--- src/rtl/riscv_core_amo_sequencer.sv ---
// RISC-V A-extension sequencer: LR/SC reservation and AMO read-modify-write.
// One operation in flight; o_busy stalls the pipeline until o_done.
module riscv_core_amo_sequencer #(
  parameter int XLEN = 32
) (
  input  logic            i_clk,
  input  logic            i_rst,
  input  logic            i_start,
  input  logic            i_amo,
  input  logic [3:0]      i_amo_op,
  input  logic            i_lr,
  input  logic            i_sc,
  input  logic [XLEN-1:0] i_addr,
  input  logic [XLEN-1:0] i_rs2,
  input  logic            i_resv_clr,
  output logic            o_mem_req,
  output logic            o_mem_we,
  output logic [XLEN-1:0] o_mem_addr,
  output logic [XLEN-1:0] o_mem_wdata,
  input  logic            i_mem_ack,
  input  logic [XLEN-1:0] i_mem_rdata,
  output logic            o_busy,
  output logic            o_done,
  output logic [XLEN-1:0] o_rd_data,
  output logic            o_misaligned
);

  typedef enum logic [1:0] {
    IDLE,
    RD,
    WR,
    DONE
  } state_t;

  state_t state_q, state_d;

  logic            is_amo_q;
  logic            is_sc_q;
  logic [3:0]      op_q;
  logic [XLEN-1:0] addr_q;
  logic [XLEN-1:0] rs2_q;
  logic [XLEN-1:0] old_q;
  logic [XLEN-1:0] rd_data_q;
  logic            mis_q;
  logic            resv_valid_q;
  logic [XLEN-3:0] resv_addr_q;
  logic [XLEN-1:0] amo_res;

  logic accept;
  logic misaligned;
  logic sc_hit;

  assign accept     = (state_q == IDLE) && i_start
                   && (i_amo || i_lr || i_sc);
  assign misaligned = (i_addr[1:0] != 2'b00);
  assign sc_hit     = resv_valid_q
                   && (resv_addr_q == i_addr[XLEN-1:2]);

  // State register; reset abandons any in-flight transaction.
  always_ff @(posedge i_clk or posedge i_rst) begin
    if (i_rst) state_q <= IDLE;
    else       state_q <= state_d;
  end

  // Next-state: misaligned and failed SC skip memory entirely.
  always_comb begin
    state_d = state_q;
    unique case (state_q)
      IDLE: begin
        if (accept) begin
          if (misaligned)   state_d = DONE;
          else if (i_sc)    state_d = sc_hit ? WR : DONE;
          else              state_d = RD;
        end
      end
      RD: begin
        if (i_mem_ack) state_d = is_amo_q ? WR : DONE;
      end
      WR: begin
        if (i_mem_ack) state_d = DONE;
      end
      DONE: state_d = IDLE;
    endcase
  end

  // AMO combine of the old memory word with rs2 (codes 9-15 swap).
  always_comb begin
    amo_res = rs2_q;
    case (op_q)
      4'd1: amo_res = old_q + rs2_q;
      4'd2: amo_res = old_q ^ rs2_q;
      4'd3: amo_res = old_q & rs2_q;
      4'd4: amo_res = old_q | rs2_q;
      4'd5: amo_res = ($signed(old_q) < $signed(rs2_q))
                    ? old_q : rs2_q;
      4'd6: amo_res = ($signed(old_q) > $signed(rs2_q))
                    ? old_q : rs2_q;
      4'd7: amo_res = (old_q < rs2_q) ? old_q : rs2_q;
      4'd8: amo_res = (old_q > rs2_q) ? old_q : rs2_q;
      default: amo_res = rs2_q;
    endcase
  end

  // Operand capture at start, old value capture on the read ack.
  always_ff @(posedge i_clk or posedge i_rst) begin
    if (i_rst) begin
      is_amo_q  <= 1'b0;
      is_sc_q   <= 1'b0;
      op_q      <= '0;
      addr_q    <= '0;
      rs2_q     <= '0;
      old_q     <= '0;
      rd_data_q <= '0;
      mis_q     <= 1'b0;
    end else begin
      if (accept) begin
        is_amo_q  <= i_amo;
        is_sc_q   <= i_sc;
        op_q      <= i_amo_op;
        addr_q    <= i_addr;
        rs2_q     <= i_rs2;
        mis_q     <= misaligned;
        rd_data_q <= (!misaligned && i_sc && !sc_hit)
                   ? XLEN'(1) : '0;
      end
      if ((state_q == RD) && i_mem_ack) begin
        old_q     <= i_mem_rdata;
        rd_data_q <= i_mem_rdata;
      end
    end
  end

  // Reservation: set by LR, dropped by any SC end or external clear.
  always_ff @(posedge i_clk or posedge i_rst) begin
    if (i_rst) begin
      resv_valid_q <= 1'b0;
      resv_addr_q  <= '0;
    end else begin
      if ((state_q == RD) && i_mem_ack && !is_amo_q) begin
        resv_valid_q <= 1'b1;
        resv_addr_q  <= addr_q[XLEN-1:2];
      end
      if ((state_q == DONE) && is_sc_q && !mis_q)
        resv_valid_q <= 1'b0;
      if (i_resv_clr)
        resv_valid_q <= 1'b0;
    end
  end

  assign o_mem_req    = (state_q == RD) || (state_q == WR);
  assign o_mem_we     = (state_q == WR);
  assign o_mem_addr   = addr_q;
  assign o_mem_wdata  = (state_q != WR) ? '0
                      : (is_amo_q ? amo_res : rs2_q);
  assign o_busy       = (state_q != IDLE);
  assign o_done       = (state_q == DONE);
  assign o_rd_data    = rd_data_q;
  assign o_misaligned = (state_q == DONE) && mis_q;

endmodule
--- config.mk ---
export PLATFORM = sky130hd
export DESIGN_NAME = riscv_core_amo_sequencer
export DESIGN_NICKNAME = d
export VERILOG_FILES = /design/src/rtl/riscv_core_amo_sequencer.sv
export SDC_FILE = /design/constraint.sdc
export NUM_CORES = 1
export LEC_CHECK = 0
export BUFFER_PORTS_ARGS = -buffer_cell sky130_fd_sc_hd__clkbuf_2
export CAP_MARGIN = 10
export CORE_MARGIN = 3
export CORE_UTILIZATION = 57
export DETAILED_ROUTE_END_ITERATION = 10
export PLACE_DENSITY_LB_ADDON = 0.05
export SYNTH_ARGS = -nofsm -noshare
export SYNTH_HDL_FRONTEND = slang
export SYNTH_SLANG_ARGS = --single-unit
--- constraint.sdc ---
create_clock -name i_clk -period 6.1 [get_ports i_clk]
set_input_delay 0.305 -clock i_clk [delete_from_list [all_inputs] [get_ports i_clk]]
set_output_delay 0.305 -clock i_clk [all_outputs]
set_load 0.02 [all_outputs]
==> out/qor_table.md <==
| Quantity | Value | Unit |
|---|---|---|
| Root Buffer | clkbuf_16 | - |
| Leakage power summed over all cells | 6.387 | nW |
| # hold bufs at CTS | 0 | - |
| Syn Area/Cell | 9.307 | µm² |
| Die area | 21,550 | µm² |
| Hold/Removal Path Class | primary input to register | - |
| Global-route usage over all layers | 27.65 | % |
| Ratio of final minimum period to clock period | 83.04 | % |
| Clock sink count | 168 | - |
| Data required time at the worst endpoint | 5.79 | ns |
| Worst voltage drop across the vdd grid | 0.0003309 | V |
| Setup violators final | 0 | - |
| Starting Density | 59.21 | % |
| Total of cells resized after clock tree synthesis | 0 | - |
| CP arrival | 4.76 | ns |
| Skew final | 0.01177 | ns |
| Antenna violations before repair | 0 | - |
| Unique masters post-synth | 72 | - |
| Global route total overflow | 0 | - |
| Clock latency on the worst-skew pair | 0.44 | ns |
| Maximum count of clock buffers along a single path | 2 | - |
| F_max | 0.1974 | GHz |
| Diodes inserted | 0 | - |
| Layout cells sized above 1 | 27.32 | % |
| Worst Setup Start Kind | register | - |
| TNS Setup | 0 | ns |
| CTS clock-pin slew for the worst setup and hold paths | 0.07 | ns |
| Maximum fanout encountered on the critical timing path | 18 | - |
| Final layout net count | 1,588 | - |
| Total number of vias | 9,558 | - |
| Max Cap Violations | 0 | - |
| Wire length of the first global-routing pass | 48.71 | mm |
| Net count of the mapped netlist | 1,424 | - |
| Wirelength per Cell | 18.04 | µm |
| Core occupancy in the finished layout | 68.45 | % |
| Number of flops mapped to enable cells by yosys | 0 | - |
| Row cnt | 50 | - |
| Residual antenna-violating net count after detailed routing | 0 | - |
| Detailed-routing iteration count for the pre-antenna-repair pass | 5 | - |
| Setup fix buffers added after clock tree synthesis | 0 | - |
| Depth of the worst register-to-register path | 7 | - |
| Met3 layer usage reported by global route | 7.187 | % |
| Number of endpoints with negative hold slack in the final report | 0 | - |
| Mapped Cells | 1,214 | - |
| Iteration-0 DRC Markers | 515 | - |
| Crit Path Category | register to output port | - |
| Global-route layer with the greatest usage | met2 | - |
| Deepest level of the CTS H-tree | 4 | - |
| Post-synthesis register bit count | 168 | - |
| DRC errors left | 0 | - |
| Part of the Yosys area used for sequential elements | 37.21 | % |
| Via count normalized by instance count | 5.789 | - |
| Die Ht | 146.8 | µm |
| Detailed-route wire length | 29.78 | mm |
| Time the final worst path needs with I/O delays and setup | 5.065 | ns |
| Async set-or-reset flop fraction in the synthesized netlist | 100.0 | % |
| Type of element capturing the critical path | output port | - |
| Detailed placement HPWL | 20.48 | mm |
| Fraction of met1 tracks used by global routing | 36.71 | % |
| Predominant post-synthesis flop cell | dfrtp_1 | - |
| Number of warnings issued by yosys | 0 | - |
| Max-slew headroom at the worst pin | 31.69 | % |
| Number of buffers created by CTS | 17 | - |
| Number of buffers inserted by port buffering | 208 | - |
| Netlist area before placement | 11,300 | µm² |
| Status | finished clean | - |
| Slew at the pin closest to its max-slew limit | 1.025 | ns |
| Final RePlAce weighted congestion | 0.8960 | - |
| TritonCTS clock tree | done | - |
| Power density normalized to cell area | 637.8 | nW/µm² |
| Largest net degree at the start of global routing | 99 | - |
| Unrepaired setup endpoints after global routing | false | - |
| Width of the die | 146.8 | µm |
| Met2 Usage GRT | 45.75 | % |
| Worst Hold Depth | 2 | - |
| Number of global-route vias before repair | 9,500 | - |
| Area overhead of the layout relative to synthesis | 15.60 | % |
| I/O Pins | 209 | - |
| Placeable core region | 19,080 | µm² |
| Max-slew violations | 0 | - |
## registers in the layout, indices dropped and copies added, names as in the netlist
signal	count
resv_addr_q	30
old_q	32
rs2_q	32
op_q	4
resv_valid_q	1
state_q	2
o_rd_data	32
o_mem_addr	32
is_amo_q	1
is_sc_q	1
mis_q	1
## metrics by stage
| step | cells | worst slack (ns) | hold slack [ns] | cell area [µm²] | power [W] |
|---|---|---|---|---|---|
| 6_report | 1651 | 1.035 | 0.01641 | 13060 | 0.008331 |
| 4_1_cts | 1651 | 1.071 | 0.007235 | 13060 | 0.008316 |
| 3_3_place_gp | 1619 | 1.653 | 0.4568 | 12450 | 0.007047 |
| 3_5_place_dp | 1619 | 1.556 | 0.4617 | 12450 | 0.007149 |
| 2_1_floorplan | 1214 | 1.248 | 0.3784 | 11300 | 0.005873 |
| 5_1_grt | 1651 | 0.8366 | 0.002470 | 13060 | 0.008991 |
## synth_stat cells, types with 8 or more instances
library cell	n	area share, %
ha_1	101	11
dfrtp_1	168	37
o21ai_1	8	0.35
a21oi_1	88	3.9
nand2_1	155	5.1
xnor2_1	19	1.5
inv_1	85	2.8
clkbuf_1	56	1.9
xor2_1	28	2.2
o211ai_1	11	0.73
nor4_1	11	0.61
a22oi_1	17	1.1
o21ai_0	97	4.3
a221oi_1	10	0.78
mux2_2	101	10
buf_2	10	0.44
nor3_1	14	0.62
a221o_1	11	0.97
nand4_1	12	0.66
a31oi_1	11	0.61
nor2_1	44	1.5
a21o_1	23	1.5
nand3_1	14	0.62
a211oi_1	10	0.66
## report_power, final
part | switching (W) | internal [W] | leakage (nW) | total, W
Sequential | 0.000483 | 0.00165 | 2.05 | 0.00213
Combinational | 0.00312 | 0.00195 | 4.04 | 0.00507
Clock | 0.000526 | 0.000599 | 0.297 | 0.00113
## cell usage in the layout (no fill, tap or decap), types with 11 or more instances in the layout
| cell type | n |
|---|---|
| a21o_1 | 23 |
| inv_1 | 84 |
| mux2_2 | 101 |
| nand3_1 | 14 |
| o21ai_0 | 97 |
| clkbuf_16 | 17 |
| a31oi_1 | 11 |
| nand4_1 | 12 |
| a21oi_1 | 88 |
| nor3_1 | 14 |
| o211ai_1 | 11 |
| clkbuf_2 | 208 |
| xor2_1 | 28 |
| a22oi_1 | 17 |
| a221o_1 | 11 |
| xnor2_1 | 19 |
| nand2_1 | 155 |
| nor2_1 | 44 |
| dfrtp_1 | 168 |
| buf_4 | 14 |
| ha_1 | 101 |
## final cells by class
type	instances	area, µm²
clock buffers	18	439.2
clock inverters	14	175.2
fillers	1525	6020
inverters	87	331.6
multi-input cells	882	6440
flip-flops and latches	168	4204
well taps	260	325.3
repair buffers	222	1146
## final timing paths
path | start | to | slack [ns]
worst max register to register | state_q[0] | state_q[1] | 3.74
min in group asynchronous | i_rst | mis_q | 0.06
worst max-delay path | rs2_q[31] | o_mem_wdata[0] | 1.03
worst min register to register | o_rd_data[15] | o_rd_data[15] | 0.48
max in group asynchronous | i_rst | o_rd_data[5] | 4.64
worst min-delay path | i_resv_clr | resv_valid_q | 0.02
## layer usage
| metal | wire (µm) | share of wire (%) | up-vias |
|---|---|---|---|
| li1 | - | - | 4629 |
| met1 | 13080 | 44 | 4578 |
| met2 | 13950 | 47 | 311 |
| met3 | 2293 | 7.7 | 40 |
| met4 | 450 | 1.5 | 0 |
| met5 | 0 | 0 | - |
## critical path, stage by stage (launching register included)
cell	delay, ns
dfrtp_1	0.39
inv_1	0.10
ha_1	0.49
nor4_2	0.53
nand4_1	0.28
o2111ai_2	0.72
mux2i_4	0.81
buf_4	0.33
nand2_1	0.07
a31o_1	0.17
a21oi_1	0.23
clkbuf_2	0.22
## kinds of logic after synthesis
group / count (synthesis) / share of synthesized area (%)
compound gates: 347 / 19.80
fa+ha+maj: 102 / 11.36
simple gates: 277 / 11.07
xor+xnor: 47 / 3.643
mux: 109 / 10.92
buf+inv: 164 / 5.991
flops: 168 / 37.21
Power figures use the tool's default switching activity.
